===== src/rtl/pd5_pkg.sv =====
// pd5 core shared definitions.
// Fetch constants, opcode fields, fetch FSM state and F->D bundle.
package pd5_pkg;

  localparam logic [31:0] RESET_PC = 32'h0100_0000;
  localparam logic [31:0] NOP_INST = 32'h0000_0013;
  localparam int          CNT_W    = 32;

  localparam logic [4:0] OP_LOAD   = 5'b00000;
  localparam logic [4:0] OP_BRANCH = 5'b11000;
  localparam logic [4:0] OP_JAL    = 5'b11011;
  localparam logic [4:0] OP_JALR   = 5'b11001;
  localparam logic [4:0] OP_STORE  = 5'b01000;

  typedef enum logic [1:0] {
    BOOT,
    RUN,
    HOLD
  } fetch_state_t;

  typedef struct packed {
    logic [31:0] pc;
    logic [31:0] inst;
    logic        valid;
  } fd_t;

  function automatic logic [31:0] word_align(
    input logic [31:0] a
  );
    return {a[31:2], 2'b00};
  endfunction

endpackage


===== src/rtl/fd_pipe_reg.sv =====
// F->D pipeline register.
// A bubble keeps the PC but replaces the instruction with a NOP.
module fd_pipe_reg
  import pd5_pkg::*;
#(
  parameter logic [31:0] BUBBLE_INST = NOP_INST
) (
  input  logic clock,
  input  logic reset,
  input  logic bubble,
  input  fd_t  d,
  output fd_t  q
);

  always_ff @(posedge clock) begin
    if (reset) begin
      q.pc    <= '0;
      q.inst  <= BUBBLE_INST;
      q.valid <= 1'b0;
    end else if (bubble) begin
      q.pc    <= d.pc;
      q.inst  <= BUBBLE_INST;
      q.valid <= 1'b0;
    end else begin
      q <= d;
    end
  end

endmodule


===== src/rtl/fetch_unit.sv =====
// pd5 instruction fetch stage with F->D register.
// Drives a 1-cycle synchronous imem; handles stall, redirect, counters.
module fetch_unit #(
  parameter logic [31:0] RESET_PC = pd5_pkg::RESET_PC,
  parameter logic [31:0] NOP_INST = pd5_pkg::NOP_INST,
  parameter int          CNT_W    = pd5_pkg::CNT_W
) (
  input  logic             clock,
  input  logic             reset,
  input  logic             stall,
  input  logic             redirect_valid,
  input  logic [31:0]      redirect_pc,
  output logic [31:0]      imem_addr,
  input  logic [31:0]      imem_rdata,
  output logic [31:0]      pc_f,
  output logic [31:0]      inst_f,
  output logic [31:0]      pc_d,
  output logic [31:0]      inst_d,
  output logic             valid_d,
  output logic             misalign_err,
  output logic [CNT_W-1:0] stall_cnt,
  output logic [CNT_W-1:0] flush_cnt
);

  import pd5_pkg::*;

  logic [31:0]  pc_q;
  logic [31:0]  fetch_pc_q;
  logic         fetch_vld_q;
  logic [31:0]  tgt;
  fetch_state_t state;
  fd_t          fd_in;
  fd_t          fd_out;

  function automatic logic [CNT_W-1:0] sat_inc(
    input logic [CNT_W-1:0] c
  );
    return (&c) ? c : c + 1'b1;
  endfunction

  assign tgt = word_align(redirect_pc);

  // While stalled the in-flight address is re-read so the
  // data lines up with fetch_pc_q when fetch resumes.
  always_comb begin
    imem_addr = pc_q;
    priority case (1'b1)
      redirect_valid: imem_addr = tgt;
      stall:          imem_addr = fetch_pc_q;
      default:        imem_addr = pc_q;
    endcase
  end

  assign pc_f   = fetch_pc_q;
  assign inst_f = fetch_vld_q ? imem_rdata : NOP_INST;

  assign fd_in.pc    = fetch_pc_q;
  assign fd_in.inst  = inst_f;
  assign fd_in.valid = fetch_vld_q;

  fd_pipe_reg #(
    .BUBBLE_INST(NOP_INST)
  ) u_fd (
    .clock (clock),
    .reset (reset),
    .bubble(redirect_valid | stall),
    .d     (fd_in),
    .q     (fd_out)
  );

  assign pc_d    = fd_out.pc;
  assign inst_d  = fd_out.inst;
  assign valid_d = fd_out.valid;

  always_ff @(posedge clock) begin
    if (reset) begin
      pc_q         <= RESET_PC;
      fetch_pc_q   <= RESET_PC;
      fetch_vld_q  <= 1'b0;
      state        <= BOOT;
      misalign_err <= 1'b0;
      stall_cnt    <= '0;
      flush_cnt    <= '0;
    end else if (redirect_valid) begin
      pc_q        <= tgt + 32'd4;
      fetch_pc_q  <= tgt;
      fetch_vld_q <= 1'b1;
      flush_cnt   <= sat_inc(flush_cnt);
      state       <= RUN;
      if (redirect_pc[1:0] != 2'b00)
        misalign_err <= 1'b1;
    end else if (stall) begin
      state <= HOLD;
      if (state != BOOT)
        stall_cnt <= sat_inc(stall_cnt);
    end else begin
      fetch_pc_q  <= pc_q;
      pc_q        <= pc_q + 32'd4;
      fetch_vld_q <= 1'b1;
      state       <= RUN;
    end
  end

endmodule


===== config.mk =====
export PLATFORM = sky130hd
export DESIGN_NAME = fetch_unit
export DESIGN_NICKNAME = d
export VERILOG_FILES = /design/src/rtl/pd5_pkg.sv /design/src/rtl/fd_pipe_reg.sv /design/src/rtl/fetch_unit.sv
export SDC_FILE = /design/constraint.sdc
export NUM_CORES = 1
export LEC_CHECK = 0
export BUFFER_PORTS_ARGS = -buffer_cell sky130_fd_sc_hd__buf_2
export CORE_MARGIN = 2
export CORE_UTILIZATION = 40
export CTS_CLUSTER_DIAMETER = 80
export DETAILED_ROUTE_END_ITERATION = 16
export PLACE_DENSITY = 0.74
export SLEW_MARGIN = 20
export SYNTH_ARGS = -nofsm -noshare
export SYNTH_HDL_FRONTEND = slang
export SYNTH_SLANG_ARGS = --single-unit
export TNS_END_PERCENT = 50

===== constraint.sdc =====
create_clock -name clock -period 3.1 [get_ports clock]
set_clock_uncertainty 0.15 [all_clocks]
set_input_delay 0.155 -clock clock [delete_from_list [all_inputs] [get_ports clock]]
set_output_delay 0.155 -clock clock [all_outputs]
set_load 0.05 [all_outputs]

==> results_dict.tcl <==
set metrics [dict create \
    status "complete, no violations" \
    drcViolationCount 0 \
    synth_async_sr_flop_share_pct 0 \
    insertion_delay_ps 430 \
    place_inst 1542 \
    wl_met3_um 1600 \
    setup_viol 0 \
    vdd_drop_max_v 0.000332 \
    grt_max_degree 69 \
    io_buffers 293 \
    start_util_pct 41.0 \
    hold_viol_final 0 \
    synth_edf_count 0 \
    fin_setup_tns_ps 0 \
    cts_buffer_depth 2 \
    hold_ws_ps 23.6 \
    area_delta_synth_final_pct 34.5 \
    place_area_um2 10500 \
    relSlewSlack_pct 35.8 \
    maxCapViolCount 0 \
    min_period_ps 2560 \
    yosys-top-cells-count "195 x dfxtp_1, 94 x and2_1, 84 x nand2_1" \
    core_area_um2 21200 \
    numCtsBuffers 17 \
    cts_tree "built" \
    synth_most_common_cell "dfxtp_1" \
    place_ws_ps 344 \
    met2WireLength_um 12400 \
    crit_fanout 4 \
    fin_ws_ps 541 \
    ys_seq_elements 195 \
    antenna_found_initial 0 \
    period_share_pct 82.6 \
    drt-vias-per-instance 5.04 \
    path_class "flop to flop" \
    final_area_um2 11700 \
    die_x_um 152 \
    arrival_ps 2750 \
    tightest_slew_ps 961 \
    clock_sinks 195 \
    drtIter0Drc 345 \
    track_usage_pct 21.8 \
    die_h_um 152 \
    drive_gt1_share_pct 26.6 \
    synth_area_um2 8710 \
    die_area_um2 23000 \
    wl_met1_um 11300 \
    slowest_stage "a221oi_2" \
    ys.flop_type "dfxtp_1" \
    wl_per_cell_um 15.6 \
    nFillCells 1925 \
    min_path_type "input pin to flop" \
    dp_hpwl_um 18000 \
    required_ps 3290 \
    grt_setup_unrepaired "false" \
    synth_seq_area_share_pct 44.8 \
    worstSetupEndpointType "flop" \
    fmax_mhz 391 \
    globalplace.congestion 0.828 \
    fin_nets 1421 \
    overflow 0 \
    finalMaxSlewViolations 0 \
    synth.avg_cell_area_um2 8.69 \
    power_density_nw_per_um2 489 \
    ys_types 53 \
    io_pins 294 \
    start_kind "flop" \
    synth.largest_area_cell "dfxtp_1" \
    p_leak_nw 5.14 \
    vias 8262 \
    antenna_left 0 \
    clkTransAtPathRegs_ps 80 \
    syn-num-nets 1073 \
    synth_top_area_share_pct 44.8 \
    synthCells 1002 \
    crit_chain "nand4b_1 -> a221oi_2 -> nand3_1 -> or4_4 -> or3_1 -> a211oi_1" \
    drt_first_pass_iters 5 \
    critPathMaxStageDelay_ps 480 \
    top_layer "met4" \
    grt_pass1_wl_um 40000 \
    grt_pass1_vias 7984 \
    fin_cells 1639 \
    row_count 53 \
    yosysWarnings 0 \
    synthTopCellsByArea "dfxtp_1 45%, and2_1 6.8%, xnor2_1 4.3%" \
    wl_um 25500 \
    root_buffer "clkbuf_16" \
    htreeDepth 4 \
]
where the power goes:
part | internal (W) | switching (W) | leakage, nW
Combinational | 0.000295 | 0.000667 | 3.28
Sequential | 0.00258 | 0.0000691 | 1.59
Clock | 0.00107 | 0.00104 | 0.269
Total | 0.00395 | 0.00177 | 5.14
what timing repair did:
action	CTS	global route
setup buffers	0	0
hold buffers	64	0
endpoints found under the hold margin	69	0
resized for setup	0	0
worst max-delay path, delay by kind of cell, from the launching register on:
kind	cells	cell delay, ps
AND/OR/NAND/NOR	4	1180
AO/OA/AOI/OAI	2	730
flip-flops	1	400
metrics by stage:
| stage | util (%) | total power (W) |
|---|---|---|
| 3_3_place_gp | 49.5 | 0.00359 |
| 4_1_cts | 55.1 | 0.00578 |
| 5_1_grt | 55.2 | 0.00595 |
| 6_report | 55.2 | 0.00573 |
| 3_5_place_dp | 49.5 | 0.00360 |
| 2_1_floorplan | - | 0.00334 |
flip-flops by register name (all words and copies together), names as in the netlist:
register      flops
fetch_vld_q       1
flush_cnt        32
misalign_err      1
pc_f             32
pc_q             30
stall_cnt        32
state             2
u_fd.q           65
layout by cell type, fill, tap and decap left out, types with 3 or more instances in the layout:
| cell type | n |
|---|---|
| o21ai_0 | 55 |
| nand3_1 | 42 |
| a31oi_1 | 4 |
| a21boi_0 | 4 |
| a211oi_1 | 12 |
| or3_1 | 21 |
| xor2_1 | 42 |
| clkbuf_16 | 17 |
| o22ai_1 | 6 |
| o31a_1 | 4 |
| nor2_1 | 82 |
| buf_4 | 26 |
| nor2b_1 | 35 |
| dfxtp_1 | 195 |
| nand4_1 | 27 |
| nand4b_1 | 9 |
| xnor2_1 | 43 |
| clkinv_4 | 5 |
| nand2_1 | 84 |
| dlygate4sd3_1 | 64 |
| ha_1 | 3 |
| mux2i_1 | 32 |
| nor4_1 | 12 |
| and4_1 | 9 |
| clkinvlp_4 | 3 |
| inv_8 | 3 |
| buf_2 | 291 |
| or2_2 | 3 |
| inv_1 | 18 |
| and3_1 | 14 |
| nand2b_1 | 16 |
| nor3_1 | 24 |
| and2_1 | 94 |
| a21oi_1 | 32 |
area by class of cell:
cell class                 instances  area, um^2  area share (%)
tap                              275         344            2.94
clock buffer                      18         439            3.75
multi-input combinational        737        4540            38.8
timing repair buffer             381        2290            19.6
sequential                       195        3900            33.3
inverter                          18        67.6           0.577
clock inverter                    14         123            1.05
antenna                            1        2.50          0.0214
path summary, 6_finish.rpt:
check | from | end | slack (ps) | depth (start not counted)
min | redirect_pc[15] | pc_f[15] | 20 | 4
min reg2reg | misalign_err | misalign_err | 310 | 2
max | pc_q[6] | pc_q[31] | 540 | 6
max reg2reg | pc_q[6] | pc_q[31] | 540 | 6
cell families after synthesis:
family / count (synthesis) / share of synthesized area, %
adders and majority gates: 3 / 0.431
AOI/OAI and AO/OA: 135 / 9.46
muxes: 33 / 3.81
xor gates and xnor gates: 85 / 8.55
and+or+nand+nor: 481 / 29.8
buffers and inverters: 70 / 3.13
DFF: 195 / 44.8
per-layer routing:
layer / global-route usage [%] / up-vias
li1: - / 4160
met1: 27.8 / 3852
met2: 36.9 / 232
met3: 5.15 / 18
met4: 5.83 / 0
met5: 0 / -
No activity file was read; power rests on OpenSTA's default activity.
